<file path="config.mk">
export PLATFORM = sky130hd
export DESIGN_NAME = handshake_constant_check
export DESIGN_NICKNAME = d
export VERILOG_FILES = /design/src/rtl/handshake_constant_check.sv
export SDC_FILE = /design/constraint.sdc
export NUM_CORES = 1
export LEC_CHECK = 0
export CAP_MARGIN = 20
export CORE_UTILIZATION = 36
export DETAILED_ROUTE_END_ITERATION = 16
export HOLD_SLACK_MARGIN = 0.03
export PLACE_DENSITY_LB_ADDON = 0.25
export SLEW_MARGIN = 20
export SYNTH_ARGS = -nofsm -noshare
export SYNTH_HDL_FRONTEND = slang
export SYNTH_SLANG_ARGS = --single-unit
export TNS_END_PERCENT = 1
</file>
<file path="constraint.sdc">
create_clock -name clk -period 1.6 [get_ports clk]
set_input_delay 0.32 -clock clk [delete_from_list [all_inputs] [get_ports clk]]
set_output_delay 0.32 -clock clk [all_outputs]
set_load 0.01 [all_outputs]
</file>
<file path="src/rtl/handshake_constant_check.sv">
// handshake_constant_check: elastic checker comparing each token to EXPECTED, with a one-entry result slot.
// Define HANDSHAKE_CONSTANT_CHECK_COUNTERS_EN to build the saturating match/mismatch counters.
module handshake_constant_check #(
  parameter int DATA_WIDTH = 32,
  parameter logic [DATA_WIDTH-1:0] EXPECTED = '0,
  parameter int COUNT_WIDTH = 16
) (
  input  logic                   clk,
  input  logic                   rst,
  input  logic [DATA_WIDTH-1:0]  ins,
  input  logic                   ins_valid,
  output logic                   ins_ready,
  output logic                   outs,
  output logic                   outs_valid,
  input  logic                   outs_ready,
  output logic                   err_sticky,
  output logic [DATA_WIDTH-1:0]  err_data,
  output logic [COUNT_WIDTH-1:0] match_count,
  output logic [COUNT_WIDTH-1:0] mismatch_count
);
  logic                  outs_q, outs_d, valid_q, valid_d, err_q, err_d;
  logic [DATA_WIDTH-1:0] err_data_q, err_data_d;
  logic                  accept, drain, hit;
  assign ins_ready  = !valid_q || outs_ready;
  assign accept     = ins_valid && ins_ready;
  assign drain      = valid_q && outs_ready;
  assign hit        = ins == EXPECTED;
  assign outs       = outs_q;
  assign outs_valid = valid_q;
  assign err_sticky = err_q;
  assign err_data   = err_data_q;
  always_comb begin
    outs_d     = accept ? hit : outs_q;
    valid_d    = accept ? 1'b1 : (drain ? 1'b0 : valid_q);
    err_d      = err_q || (accept && !hit);
    err_data_d = (accept && !hit && !err_q) ? ins : err_data_q;
  end
  always_ff @(posedge clk or posedge rst) begin
    if (rst) begin
      outs_q     <= 1'b0;
      valid_q    <= 1'b0;
      err_q      <= 1'b0;
      err_data_q <= '0;
    end else begin
      outs_q     <= outs_d;
      valid_q    <= valid_d;
      err_q      <= err_d;
      err_data_q <= err_data_d;
    end
  end
`ifdef HANDSHAKE_CONSTANT_CHECK_COUNTERS_EN
  logic [COUNT_WIDTH-1:0] mc_q, mc_d, mmc_q, mmc_d;
  assign match_count    = mc_q;
  assign mismatch_count = mmc_q;
  // Counters stick at all-ones rather than wrapping.
  always_comb begin
    mc_d  = (accept && hit && !(&mc_q)) ? mc_q + 1'b1 : mc_q;
    mmc_d = (accept && !hit && !(&mmc_q)) ? mmc_q + 1'b1 : mmc_q;
  end
  always_ff @(posedge clk or posedge rst) begin
    if (rst) begin
      mc_q  <= '0;
      mmc_q <= '0;
    end else begin
      mc_q  <= mc_d;
      mmc_q <= mmc_d;
    end
  end
`else
  assign match_count    = '0;
  assign mismatch_count = '0;
`endif
endmodule

</file>
Yosys cells after proc, flatten, opt, wreduce, memory -nomap -nowiden
Cells that the tools add are included.
{"block": "totals", "ff_bits": 35, "latch_bits": 0, "ramBits": 0, "rom_bits": 0, "out_inout_bits": 68, "wordCells": 17, "memories": 0}
{"block": "classes", "addsub": 0, "n_mul": 0, "n_div": 0, "magnitude_cmp": 0, "eq_ne": 0, "shifts": 0, "mux": 2, "n_bitwise": 0, "n_reduce_logical": 11}
{"op": "zero test 32 bit", "count": 1}
{"op": "logical AND 1 bit", "count": 4}
{"op": "zero test 1 bit", "count": 3}
{"op": "logical OR 1 bit", "count": 2}
{"op": "two-way mux 1 bit", "count": 2}
{"op": "nonzero test 2 bit", "count": 1}

Depth between registers and ports, before layout
{"block": "logic_depth", "depth_word": 5, "depth_mapped": 5, "ltp_nobuf": 4}

Worst setup path after synthesis
OpenSTA, ideal clock, no wires.
{"block": "synth_timing", "path_kind": "input -> register", "startpoint": "in ins[19]", "endpoint": "reg err_data_q[10], in the netlist err_data[10]", "setup_ns": 0.125, "arrival_time_ns": 1.562, "required_ns": 1.475, "setup_slack_ns": -0.086, "cell_stages": 5, "path_cell_list": "nor4_1 nand4_1 o2111ai_4 buf_6 mux2_2"}
{"block": "synth_between", "elab_chain_len": 4}
{"element": "start, declared", "line_no": "10", "rtl": "input logic [DATA_WIDTH-1:0] ins,"}
{"element": "zero test 32 bit", "line_no": "27", "rtl": "assign hit = ins == EXPECTED;"}
{"element": "zero test 1 bit", "line_no": "36", "rtl": "err_data_d = (accept && !hit && !err_q) ? ins : err_data_q;"}
{"element": "logical AND 1 bit (2 in series)", "line_no": "36"}
{"element": "end signal, assigned", "line_no": "48", "rtl": "err_data_q <= err_data_d;"}
{"element": "end, declared", "line_no": "22", "rtl": "logic [DATA_WIDTH-1:0] err_data_q, err_data_d;"}
No other way between the ends.
A chain may end at the register's enable or synchronous reset.

Worst setup path after layout
{"block": "layout_timing", "startpoint": "in ins[5]", "endpoint": "reg err_data_q[7], in the netlist err_data[7]"}
Same word-level chain as after synthesis.

==> run metrics <==
layout net count=around 240; routability-driven placement congestion ratio=0.728; fin crit period=around 1.7 ns; Synth top area share=53.2%; via count=1168; clock share of power=47.1%; Yosys warnings=0; drt wl/cell=~16 um; # IOs=between 100 and 150; Yosys reg bits=35; Reg2Reg Depth=4; H-tree Lvls=2; WHS Path Cells=2; fin crit share=105%; Routed Antenna Nets=0; post-synth top area cell=dfrtp_1; Mapped Avg Cell Area=about 13 um2; share of layout cells above drive strength 1=43.1%; Starting Density=37.6%; die width=roughly 70 um; number of global-route vias before repair=~1200; first drt pass iteration count=4; Post-Syn Area=around 1600 um2; Slew Viols, Final=0; crit path launch type=input port; Syn Inst Count=between 100 and 150; crit-path max FO=8; RSZ-0062 raised after global routing=yes; WL final=3.99 mm; CTS tree=yes; Clock transition at path regs=0.07 ns; port bufs=about 70; failing checks=setup timing; CTS Root Buffer Type=clkbuf_8; CP Capture Type=register; Final TNS setup=-1.81 ns; skew final=between 0.003 and 0.004 ns; total of max-cap violations=0; post-placement setup slack=-0.812 ns; Sw Ratio=21.3%; die area=~4800 um2; worst hold-check path type=in2reg; total core area=~4400 um2; largest cells by area after synthesis=dfrtp_1 53%, mux2_2 21%, buf_4 15%; Clk Latency, worst-skew pair=0.28 ns; Inserted Diodes=0; Power Total=0.00200 W; Die Y=approximately 70 um; GRT Total Usage=15.5%; CP arrival=1.85 ns; CTS buffer count=5; final hold vios=0; DP HPWL=around 2.7 mm; PwrDens=768 nW/um2; P&R area growth vs syn=57.9%; first-pass GRT wire length=approximately 5.8 mm; Seq/Total Area, Yosys=between 50% and 60%; DRC errors left=0; kind of critical path=in2reg; CTS sink cnt=35; largest net degree at the start of global routing=36; first-iteration detailed-routing DRC count=56; Vias/cell=between 4 and 5; endpoints failing setup=32; leakage power=approximately 1.3 nW; maximum root-to-sink buffer count=2; status=complete, but fails checks; Overflow after GRT=0; Fmax achieved=0.594 GHz; initial antenna violation count=0; Distinct cells, synth=14; Setup WS post-layout=-0.0837 ns; Flop pwr share=~44%; Psw=0.000425 W; combinational share of power=approximately 8.5%; maximum vdd drop=0.000479 V; CP required=~1.8 ns; internal power=approximately 0.0016 W; Site Rows=24
## Yosys cell counts (all sizes together)
cell / instances
nor4: 8
o21ai: 1
dfrtp: 35
nand2b: 2
o2111ai: 1
buf: 35
mux2: 33
nand4: 2
nor2: 1
conb: 1
nand2: 1
inv: 2
## state kept, by name, indices dropped and copies added, names as in the netlist
name / count
err_data: 32
outs_valid: 1
err_sticky: 1
outs: 1
## cell type report
type	instances	area [um2]
Fill cell	357	1780
Sequential cell	35	876
Multi-Input combinational cell	81	818
Timing Repair Buffer	78	697
Clock buffer	5	68.8
Clock inverter	3	67.6
Tap cell	52	65.1
Inverter	2	7.51
## power by group through the flow
stage / Sequential (W) / Clock (W) / Combinational, W
after detailed placement: 0.000904 / 0 / 0.000180
after global routing: 0.000887 / 0.00101 / 0.000186
after global placement: 0.000904 / 0 / 0.000177
after CTS: 0.000887 / 0.000968 / 0.000161
final: 0.000887 / 0.000940 / 0.000171
after floorplan: 0.000905 / 0 / 0.000116
## layer usage
layer | vias up | GRT usage [%] | routed length [um]
met3 | 4 | 8.58 | 428
met2 | 70 | 24.7 | 1880
met5 | - | 0 | 0
met1 | 575 | 17.9 | 1660
met4 | 0 | 4.67 | 29
li1 | 519 | - | -
## placed cells by master, fill, tap and decap left out
cell type	synthesis	routed
nor2_1	1	1
mux2_4	0	31
buf_6	3	4
nand2b_1	2	1
bufinv_16	0	2
conb_1	1	32
clkbuf_2	0	9
o2111ai_4	1	1
dfrtp_1	35	35
clkinvlp_4	0	1
clkdlybuf4s15_2	0	1
nand2b_2	0	1
buf_12	0	1
nand2_1	1	1
nand4_1	2	2
inv_1	2	2
nor4_4	0	5
buf_4	32	3
dlygate4sd2_1	0	2
buf_2	0	15
clkbuf_16	0	1
nor4_2	0	3
clkdlybuf4s50_1	0	38
o21ai_0	1	1
clkdlybuf4s15_1	0	1
mux2_2	31	2
clkbuf_8	0	5
buf_8	0	3
## metrics by stage
stage	std cells	cell area (um2)	utilization (%)	hold WS, ns
finish	256	2600	59.3	0.275
CTS	257	2520	57.4	0.271
detailed placement	246	2350	53.7	0.486
floorplan	153	1790	-	0.428
global placement	246	2350	53.7	0.480
global route	256	2600	59.3	0.264
## worst max-delay path, stage by stage
cell	delay [ns]
buf_6	0.10
nor4_4	0.28
nand4_1	0.22
o2111ai_4	0.39
clkbuf_16	0.24
mux2_4	0.30
## cell families (layout without fill, tap and decap cells)
| family | Yosys count | in the layout | synth area share (%) |
|---|---|---|---|
| other | 1 | 32 | 0.228 |
| AO/OA/AOI/OAI | 2 | 2 | 1.90 |
| AND/OR/NAND/NOR | 14 | 14 | 5.01 |
| buffers and inverters | 37 | 88 | 17.1 |
| multiplexers | 33 | 33 | 22.6 |
| flip-flops | 35 | 35 | 53.2 |
## final timing paths
check,slack [ns],start,to
worst min-delay path,0.28,ins[20],err_data[20]$_DFFE_PP0P_
min in group asynchronous,0.44,rst,err_data[12]$_DFFE_PP0P_
worst max-delay path,-0.08,ins[5],err_data[7]$_DFFE_PP0P_
worst max register to register,0.23,outs_valid$_DFFE_PP0P_,err_data[7]$_DFFE_PP0P_
worst min register to register,0.51,err_data[6]$_DFFE_PP0P_,err_data[6]$_DFFE_PP0P_
max in group asynchronous,0.84,rst,err_data[21]$_DFFE_PP0P_
## what timing repair did
item,in CTS,in global routing
pin swaps,11,11
endpoints found under the hold margin,0,0
setup buffers,3,0
gates resized for setup,112,61
setup endpoints to repair,34,32
cloned,1,1
hold buffers,0,0
Note: power is estimated with default switching activity, not from simulation.
